--- src/rtl/led_pattern_sequencer.sv ---
// LED pattern sequencer: plays words from a small pattern memory onto LEDS,
// one word per accepted tick, with one-shot or looping playback.
module led_pattern_sequencer #(
    parameter int WIDTH = 5,
    parameter int DEPTH = 32,
    parameter int AW    = 5
) (
    input  logic             CLK,
    input  logic             RESET,
    input  logic             tick,
    input  logic             start,
    input  logic             stop,
    input  logic             loop,
    input  logic [AW-1:0]    end_addr,
    input  logic             wr_en,
    input  logic [AW-1:0]    wr_addr,
    input  logic [WIDTH-1:0] wr_data,
    output logic [WIDTH-1:0] LEDS,
    output logic             busy,
    output logic             done,
    output logic             overrun
);

    typedef enum logic {
        ST_IDLE = 1'b0,
        ST_RUN  = 1'b1
    } state_t;

    state_t           r_state;
    state_t           w_next_state;

    logic [WIDTH-1:0] r_mem [DEPTH];
    logic [AW-1:0]    r_pc;
    logic [AW-1:0]    r_end;
    logic             r_loop;
    logic             r_pending;
    logic [WIDTH-1:0] r_leds;
    logic             r_done;
    logic             r_overrun;

    logic             w_run;
    logic             w_start;
    logic             w_step;
    logic             w_at_end;

    assign w_run    = (r_state == ST_RUN);
    assign w_start  = start && !stop;
    // A step needs the memory, so any write (or a control pulse) defers it.
    assign w_step   = w_run && !start && !stop && !wr_en && (tick || r_pending);
    assign w_at_end = (r_pc == r_end);

    // NOTE: sequential state uses non-blocking assignments only, so every
    // register samples the pre-edge values regardless of statement order.
    always_ff @(posedge CLK) begin
        if (RESET) begin
            r_state <= ST_IDLE;
        end else begin
            r_state <= w_next_state;
        end
    end

    // NOTE: the default assignment first keeps this block from inferring a latch.
    always_comb begin
        w_next_state = r_state;
        case (r_state)
            ST_IDLE: if (w_start) w_next_state = ST_RUN;
            ST_RUN: begin
                if (stop) begin
                    w_next_state = ST_IDLE;
                end else if (!start && w_step && w_at_end && !r_loop) begin
                    w_next_state = ST_IDLE;
                end
            end
            default: w_next_state = ST_IDLE;
        endcase
    end

    always_comb begin
        busy = (r_state == ST_RUN);
    end

    // NOTE: the pattern memory has no reset so it maps onto RAM and keeps
    // its contents across RESET.
    always_ff @(posedge CLK) begin
        if (wr_en) begin
            r_mem[wr_addr] <= wr_data;
        end
    end

    always_ff @(posedge CLK) begin
        if (RESET) begin
            r_pc      <= '0;
            r_end     <= '0;
            r_loop    <= 1'b0;
            r_pending <= 1'b0;
            r_leds    <= '0;
            r_done    <= 1'b0;
            r_overrun <= 1'b0;
        end else begin
            r_done <= 1'b0;
            if (w_run && stop) begin
                r_pending <= 1'b0;
            end else if (w_start) begin
                r_pc      <= '0;
                r_end     <= end_addr;
                r_loop    <= loop;
                r_pending <= 1'b0;
                r_overrun <= 1'b0;
            end else if (w_step) begin
                r_leds    <= r_mem[r_pc];
                r_pending <= 1'b0;
                if (tick && r_pending) r_overrun <= 1'b1;
                r_pc      <= w_at_end ? '0 : r_pc + 1'b1;
                r_done    <= w_at_end && !r_loop;
            end else if (w_run && tick) begin
                // Only reachable with wr_en high: hold the step or lose it.
                if (r_pending) r_overrun <= 1'b1;
                else           r_pending <= 1'b1;
            end
        end
    end

    assign LEDS    = r_leds;
    assign done    = r_done;
    assign overrun = r_overrun;

endmodule
--- config.mk ---
export PLATFORM = sky130hd
export DESIGN_NAME = led_pattern_sequencer
export DESIGN_NICKNAME = d
export VERILOG_FILES = /design/src/rtl/led_pattern_sequencer.sv
export SDC_FILE = /design/constraint.sdc
export NUM_CORES = 1
export LEC_CHECK = 0
export BUFFER_PORTS_ARGS = -buffer_cell sky130_fd_sc_hd__buf_2
export CORE_MARGIN = 3
export CORE_UTILIZATION = 60
export CTS_CLUSTER_DIAMETER = 200
export DETAILED_ROUTE_END_ITERATION = 12
export HOLD_SLACK_MARGIN = 0.02
export PLACE_DENSITY = 0.78
export SLEW_MARGIN = 10
export SYNTH_ARGS = -nofsm -noshare
export SYNTH_HDL_FRONTEND = slang
export SYNTH_SLANG_ARGS = --single-unit
--- constraint.sdc ---
create_clock -name CLK -period 3.4 [get_ports CLK]
set_input_delay 0.34 -clock CLK [delete_from_list [all_inputs] [get_ports CLK]]
set_output_delay 0.34 -clock CLK [all_outputs]
set_load 0.1 [all_outputs]
=== Yosys cells after proc, flatten, opt, wreduce, memory -nomap -nowiden ===
Memory sizes are Yosys's and may differ from the RTL's. A register that Yosys moved wholly into a read port is not among the register bits.
Index checks and enable logic that the tools add are counted.

* Reductions and logical operators: 26
* Bitwise logic cells: 4
* Add/sub/neg operators: 1
* Eq/ne operators: 2
* Multiplexer cells: 14

{| class="wikitable"
|+ Operators with widths
! operator !! number
|-
| $mux 5 || 3
|-
| $logic_and 1x1->1 || 12
|-
| $mux 1 || 10
|-
| $reduce_or 4->1 || 2
|-
| $reduce_bool 3->1 || 2
|-
| $add 5x1->5 const B || 1
|-
| $eq 5x5->1 || 1
|-
| $logic_not 1->1 || 4
|-
| $not 1->1 || 4
|-
| $reduce_and 2->1 || 2
|-
| $reduce_and 4->1 || 1
|-
| $ne 3x2->1 const B || 1
|-
| $reduce_and 3->1 || 1
|-
| $pmux 1 s2 || 1
|-
| $reduce_bool 2->1 || 1
|-
| $logic_or 1x1->1 || 1
|}

* Output and inout port bits: 8
* Input bits: 22
* Memories: 1
* Flip-flop bits (word level): 15
* Bits in writable memories: 160

{| class="wikitable"
|+ Memories
! memory !! words !! bits a word !! rd ports !! clocked after Yosys merged registers in !! wr ports !! line !! source
|-
| r_mem || 32 || 5 || 1 || 1 || 1 || 32 || <nowiki>logic [WIDTH-1:0] r_mem [DEPTH];</nowiki>
|}

=== Logic depth before layout (Yosys ltp) ===
Gate-level depths: netlist of the first run.

* Depth in word-level cells: 11
* Gate-level depth with buffers: 9
* Mapped depth without buffers: 4

=== Worst setup path before layout of the first run ===
OpenSTA, ideal clock, no wires.

* Kind: flip-flop to flip-flop
* From: register r_state, in the netlist busy
* To: register r_leds[4], in the netlist LEDS[4] (read register of r_mem)
* Clock period less this slack: 2,780 ps
* Cell stages (with the launch flop): 6
* Path slack: 620 ps
* Arrival: 2,685 ps
* Cells stage by stage: dfxtp_1 or4b_4 or2_0 clkbuf_2 or4_1 a221oi_1

* Longest elaborated chain between the ends: 5
* Elaborated cells on any way between the ends: 7
* Classes of those cells: bitwise (1); reduce/logical (6)

{| class="wikitable"
|+ RTL lines
! element !! line !! source
|-
| from (decl) || 29 || <nowiki>state_t r_state;</nowiki>
|-
| from (signal assigned) || 58 || <nowiki>r_state <= w_next_state;</nowiki>
|-
| $logic_and 1x1->1 (4 in a row) || 49 || <nowiki>assign w_step = w_run && !start && !stop && !wr_en && (tick || r_pending);</nowiki>
|-
| $reduce_and 3->1 (no source line) * || - ||
|-
| to (decl) || 37 || <nowiki>logic [WIDTH-1:0] r_leds;</nowiki>
|}

Every way passes the cells marked *; elsewhere a longest branch is shown, timed or not.
A chain may end at the register's enable or synchronous reset.

==> results.py, run 1 <==
metrics = {
    "grt": {
        "grt_usage_pct": 24.2,
        "grt_pass1_wl_mm": 23.1,
        "overflow": 0,
        "grt_pass1_vias": 4077,
        "grt_max_degree": 33,
        "grt_antenna_before_repair": 0,
    },
    "clocking": {
        "postCtsHoldBufs": 0,
        "clk_pin_slew_worst_paths_ns": 0.07,
        "cts_made_buffers": 17,
        "cts_resized": 0,
        "cts_htree_levels": 4,
        "cts.sinks": 180,
        "cts_buffer_depth": 2,
        "clkLatencyLatePin_ns": 0.43,
        "cts_setup_buffers": 0,
        "cts_tree": "done",
        "cts_root_buf": "clkbuf_16",
    },
    "final_layout": {
        "antenna_cells": 0,
        "stdcell_count": 626,
        "final_nets": 493,
        "fillers": 739,
        "final_area_um2": 8180,
        "syn_to_final_growth_pct": 12.4,
        "drive_gt1_share_pct": 20.7,
    },
    "setup_path": {
        "slowest_delay_ns": 0.86,
        "crit_slowest_cell": "dfxtp_1",
        "critical_path_class": "reg -> reg",
        "path_cells": "buf_4, mux4_2, a22o_1, a211oi_1, o41ai_1",
        "start_kind": "register",
        "cp.arrival_ns": 2.83,
        "end_kind": "register",
        "critPathMaxFanout": 23,
        "cp_top_family": "flip-flops",
        "critPathBufInv": 1,
        "crit_required_ns": 3.70,
    },
    "power_and_ir_drop": {
        "power.leakage_nw": 2.51,
        "irDropWorstVdd_mv": 0.557,
        "power.density_nw_per_um2": 574,
    },
    "floorplanning": {
        "fp.dieW_um": 116,
        "core_um2": 11600,
        "dieArea_um2": 13500,
        "ios": 30,
        "start_util_pct": 62.7,
        "rows": 39,
        "die_h_um": 116,
    },
    "drt": {
        "wirelength_mm": 14.7,
        "drc": 0,
        "vias_per_cell": 6.46,
        "drt_iter0_drc": 435,
        "post_drt_wl_per_cell_um": 23.5,
        "dr.pass1.iters": 5,
        "vias": 4047,
        "antenna_left": 0,
    },
    "timing": {
        "setup_ws_ns": 0.874,
        "post-route-period-util_pct": 74.3,
        "fin_setup_tns_ns": 0,
        "fin_skew_ns": 0.00740,
        "fmax_mhz": 396,
        "rsz0062_at_grt": "no",
        "setup_violations": 0,
        "max_slew_margin_pct": 42.6,
        "min_period_ns": 2.53,
        "hold_viol": 0,
        "worstMarginPinSlew_ns": 0.859,
        "drv_slew": 0,
    },
    "place": {
        "io_buffers": 29,
        "place_area_um2": 7530,
        "pre_cts_ws_ns": 0.931,
        "dp_hpwl_mm": 9.43,
        "dpl.cell_count": 594,
        "place_congestion": 0.877,
    },
    "logic_synthesis": {
        "syn_avg_cell_area_um2": 16.5,
        "yosysSeqAreaShare_pct": 71.5,
        "syn_nets": 464,
        "syn-cell-area_um2": 7280,
        "ys_warn_count": 0,
        "yosysUniqueCellTypes": 48,
        "synthCells": 441,
        "synth-edff-count": 160,
        "synth_flop_cell": "edfxtp_1",
        "ys_ff_latch": 180,
        "async_flop_share_pct": 0,
    },
    "run": {
        "maxCapViolations": 0,
    },
    "outcome": {
        "outcome": "complete, no violations",
    },
    "hold_path": {
        "hold_path_class": "in -> reg",
    },
}
==> Yosys cell counts, types with 3 or more instances <==
master	instances	area share, %
nand3b_1	8	0.82
o41ai_1	4	0.48
nor2_1	39	2.0
mux2i_1	29	4.0
dfxtp_1	20	5.5
a211oi_1	8	0.82
mux4_2	26	8.0
nor4_1	7	0.60
edfxtp_1	160	66
a21oi_1	13	0.89
o221ai_1	5	0.60
nand2_1	24	1.2
a22o_1	4	0.48
xnor2_1	5	0.60
o211ai_1	3	0.31
inv_1	3	0.15
or3b_2	6	0.72
clkbuf_1	13	0.67
a22oi_1	6	0.62
nor3_1	5	0.34
buf_4	4	0.41
nand3_1	12	0.82
==> logic make-up after synthesis <==
family	Yosys count	share of synthesized area, %
multiplexers	55	12.0
adder cells (fa/ha/maj)	1	0.172
flip-flops	180	71.5
AO/OA/AOI/OAI	54	5.36
buffers and inverters	27	1.86
XOR/XNOR	7	0.842
AND/OR/NAND/NOR	117	8.25
==> metal layers <==
layer,vias to the layer above,track usage [%],part of all wire (%)
met4,0,8.82,2.2
met3,26,8.29,7.8
met2,194,36.5,49
met1,2010,33.2,41
met5,-,0,0
li1,1817,-,-
==> worst paths after layout <==
kind | endpoint | startpoint | cells past startpoint | slack (ns)
max reg2reg | LEDS[0] | r_pc[1] | 5 | 0.87
min reg2reg | r_end[1] | r_end[1] | 2 | 0.48
max | LEDS[0] | r_pc[1] | 5 | 0.87
min | r_loop | loop | 3 | 0.15
==> flip-flops by register name (all words and copies together) (netlist names) <==
register and count:
r_pc 5, r_pending 1, LEDS 5, overrun 1
done 1, r_end 5, r_mem 160, r_loop 1
busy 1
==> power breakdown <==
| part | internal [mW] | switching [mW] |
|---|---|---|
| clock network | 1.29 | 0.798 |
| registers | 2.43 | 0.0165 |
| logic | 0.0457 | 0.109 |
==> worst min-delay path, delay by kind of cell <==
family                 cells  cell delay, ns
AO/OA/AOI/OAI              1            0.05
buffers and inverters      1            0.09
AND/OR/NAND/NOR            1            0.04
==> layout by cell type, fill, tap and decap left out, types with 4 or more instances in the layout <==
cell type and n:
nor2_1 39, edfxtp_1 160, o41ai_1 4, bufinv_16 4
buf_4 4, mux4_2 26, xnor2_1 5, a21oi_1 13
a22oi_1 6, nand3b_1 8, nand3_1 12, o221ai_1 5
nor4_1 7, clkbuf_16 17, nor3_1 5, dfxtp_1 19
buf_2 29, mux2i_1 29, or3b_2 6, a211oi_1 8
nand2_1 24, a22o_1 4
==> area by class of cell <==
| cell class | instances | area [um^2] | area share [%] |
|---|---|---|---|
| flip-flops and latches | 180 | 5210 | 63.7 |
| clock buffers | 21 | 470 | 5.75 |
| clock inverters | 11 | 175 | 2.14 |
| inverters | 3 | 11.3 | 0.138 |
| multi-input cells | 234 | 1940 | 23.7 |
| repair buffers | 34 | 195 | 2.39 |
| well taps | 143 | 179 | 2.19 |
==> per-stage QoR <==
step	hold slack, ns	power, mW	util [%]
final	0.145	4.69	70.4
after global routing	0.152	4.84	70.4
after CTS	0.130	4.72	70.4
after detailed placement	0.467	2.65	64.9
after global placement	0.450	2.64	64.9
after floorplan	0.419	2.57	-
Power figures use the tool's default switching activity.
==> run 2: changes to the inputs <==
--- a/config.mk
+++ b/config.mk
@@ -5,13 +5,14 @@
 export SDC_FILE = /design/constraint.sdc
 export NUM_CORES = 1
 export LEC_CHECK = 0
+export ABC_AREA = 1
 export BUFFER_PORTS_ARGS = -buffer_cell sky130_fd_sc_hd__buf_2
 export CORE_MARGIN = 3
-export CORE_UTILIZATION = 60
+export CORE_UTILIZATION = 55
 export CTS_CLUSTER_DIAMETER = 200
 export DETAILED_ROUTE_END_ITERATION = 12
 export HOLD_SLACK_MARGIN = 0.02
-export PLACE_DENSITY = 0.78
+export PLACE_DENSITY = 0.75
 export SLEW_MARGIN = 10
 export SYNTH_ARGS = -nofsm -noshare
 export SYNTH_HDL_FRONTEND = slang
==> constraint.sdc (replaced) <==
create_clock -name CLK -period 2.1 [get_ports CLK]
set_input_delay 0.21 -clock CLK [delete_from_list [all_inputs] [get_ports CLK]]
set_output_delay 0.21 -clock CLK [all_outputs]
set_load 0.1 [all_outputs]
==> run 2 against run 1 <==
Net effect:
- count of clock-buffer cells in the layout up 1
- critical path type unchanged
- sequential power up 62%
- global-route usage down 0.84 points
- utilization down 6.0 points
- register-to-register slack worse by 0.46 ns
- worst setup slack worse by 0.46 ns
- largest power group unchanged
- sequential share of layout area down 3.8 points
- power up 53%
- first-iteration DRC count up 69%
==> results.py, run 2 <==
metrics = {
    "place": {
        "pre_cts_ws_ns": 0.486,
        "place_area_um2": 8080,
        "dpl.cell_count": 972,
        "io_buffers": 29,
        "place_congestion": 0.874,
        "dp_hpwl_mm": 10.9,
    },
    "setup_path": {
        "critical_path_class": "reg -> reg",
        "cp_num_cells": 6,
        "worstReg2RegStart": "busy",
        "rr_worst_depth": 6,
        "path_cells": "nand2_1, a21oi_1, nand3_1, inv_1, nand3_1, a21oi_1",
        "critPathLaunch": "busy",
        "crit_required_ns": 2.45,
        "slowest_delay_ns": 0.41,
        "critPathBufInv": 1,
        "start_kind": "register",
        "end_kind": "register",
        "crit_slowest_cell": "dfxtp_1",
        "critPathMaxFanout": 9,
        "cp_top_family": "simple AND/OR/NAND/NOR gates",
        "cp.arrival_ns": 2.05,
    },
    "timing": {
        "min_period_ns": 1.69,
        "post-route-period-util_pct": 80.5,
        "hold_viol": 0,
        "setup_ws_ns": 0.409,
        "rsz0062_at_grt": "no",
        "whs_ns": 0.0982,
        "drv_slew": 0,
        "fmax_mhz": 591,
        "max_slew_margin_pct": 50.7,
        "fin_setup_tns_ns": 0,
        "setup_violations": 0,
        "worstMarginPinSlew_ns": 0.739,
        "fin_skew_ns": 0.00849,
    },
    "drt": {
        "drt_iter0_drc": 736,
        "drc": 0,
        "antenna_left": 0,
        "post_drt_wl_per_cell_um": 17.4,
        "vias_per_cell": 5.51,
        "wirelength_mm": 17.6,
        "dr.pass1.iters": 5,
        "vias": 5562,
    },
    "power_and_ir_drop": {
        "seq_power_share_pct": 55.1,
        "p_clk_share_pct": 41.6,
        "switching_share_pct": 20.8,
        "finalPower_mw": 7.19,
        "irDropWorstVdd_mv": 0.614,
        "power_frac_comb_pct": 3.4,
        "intPower_mw": 5.69,
        "power.leakage_nw": 3.53,
        "power.switching_mw": 1.50,
        "power.density_nw_per_um2": 826,
    },
    "final_layout": {
        "final_common_cell": "nand2_1",
        "largest_reg_flops": 160,
        "drive_gt1_share_pct": 9.47,
        "fillers": 1057,
        "syn_to_final_growth_pct": 12.1,
        "antenna_cells": 0,
        "final_area_um2": 8700,
        "top_register": "r_mem",
        "layout_common_cells": "nand2_1 (235), edfxtp_1 (160), nor2_1 (99)",
        "final_nets": 844,
        "post-route-util_pct": 64.4,
        "stdcell_count": 1010,
    },
    "floorplanning": {
        "dieArea_um2": 15600,
        "fp.dieW_um": 125,
        "core_um2": 13500,
        "die_h_um": 125,
        "start_util_pct": 57.5,
        "ios": 30,
        "rows": 42,
    },
    "clocking": {
        "clkLatencyLatePin_ns": 0.43,
        "cts_buffer_depth": 2,
        "cts_root_buf": "clkbuf_16",
        "clk_pin_slew_worst_paths_ns": 0.07,
        "cts_made_buffers": 17,
        "cts.sinks": 180,
        "cts_tree": "done",
        "cts_htree_levels": 4,
    },
    "grt": {
        "overflow": 0,
        "grt_max_degree": 70,
        "grt_pass1_wl_mm": 28.0,
        "grt_antenna_before_repair": 0,
        "grt_usage_pct": 23.3,
        "grt_pass1_vias": 5533,
    },
    "hold_path": {
        "hold_path_class": "in -> reg",
        "hp-start": "tick",
        "min_path_cells": 3,
    },
    "logic_synthesis": {
        "synth-edff-count": 160,
        "synth_top_cell_by_area": "edfxtp_1",
        "ys_warn_count": 0,
        "ys_ff_latch": 180,
        "synth.top_cell.area_share_pct": 61.9,
        "synth_common_cells": "nand2_1 (235), edfxtp_1 (160), nor2_1 (99)",
        "yosysUniqueCellTypes": 22,
        "yosysSeqAreaShare_pct": 67.0,
        "synth_flop_cell": "edfxtp_1",
        "synth.most_common_cell": "nand2_1",
        "syn-cell-area_um2": 7760,
        "syn_nets": 811,
        "synth_area_leaders": "edfxtp_1 (62%), nand2_1 (11%), nand3_1 (5.5%)",
        "syn_avg_cell_area_um2": 9.85,
        "synthCells": 788,
        "async_flop_share_pct": 0,
    },
    "run": {
        "maxCapViolations": 0,
    },
    "outcome": {
        "outcome": "complete, no violations",
    },
}
## run 2: cell types whose count changed after synthesis, moves of 8 or more
cell / before / now
nand3_1: 12 / 86
nand2_1: 24 / 235
nand3b_1: 8 / 0
mux4_2: 26 / 0
inv_1: 3 / 88
mux2i_1: 29 / 0
nor2_1: 39 / 99
a21oi_1: 13 / 22
buf_2: 1 / 14
o21ai_0: 2 / 19
## run 2: repair_timing
| action | CTS | global route |
|---|---|---|
| hold endpoints to repair | 6 | 0 |
| gates resized for setup | 0 | 0 |
| buffers inserted | 0 | 0 |
| hold buffers | 6 | 0 |
## run 2: cell type report
cell class                 instances  area (um^2)  area share, %
clock buffer                      22          497           5.71
clock inverter                    10         66.3          0.762
sequential                       180         5210           59.8
tap                              176          220           2.53
multi-input combinational        483         2050           23.5
timing repair buffer              47          320           3.68
inverter                          92          345           3.97
## run 2: worst register-to-register path: stages (launching register included)
cell and delay [ns]:
dfxtp_1 0.41, nand2_1 0.09, a21oi_1 0.12, nand3_1 0.33
inv_1 0.34, nand3_1 0.14, a21oi_1 0.17
## run 2: worst paths after layout
check / end / slack [ns]
worst max-delay path: LEDS[0] / 0.41
worst max register to register: LEDS[0] / 0.41
worst min-delay path: r_pending / 0.1
worst min register to register: overrun / 0.46
## run 2: cell families after synthesis
group                      share of synthesized area, %
buffers and inverters                              6.61
and+or+nand+nor                                    22.0
AOI/OAI and AO/OA                                  3.29
adders and majority gates                         0.161
xor gates and xnor gates                          0.902
DFF                                                67.0
## run 2: power groups by stage
stage	clock network [mW]	logic [mW]	registers [mW]
2_1_floorplan	0	0.0946	4.04
3_3_place_gp	0	0.227	4.03
3_5_place_dp	0	0.233	4.04
4_1_cts	3.02	0.243	3.96
5_1_grt	3.16	0.269	3.96
6_report	2.99	0.243	3.96
## run 2: routing by layer
layer  part of all wire [%]  GRT usage, %  up-vias
met5                      0             0        -
met2                     47          37.8      244
li1                       -             -     2636
met4                    2.7          8.99        0
met3                    7.2          5.19       40
met1                     43          30.9     2642
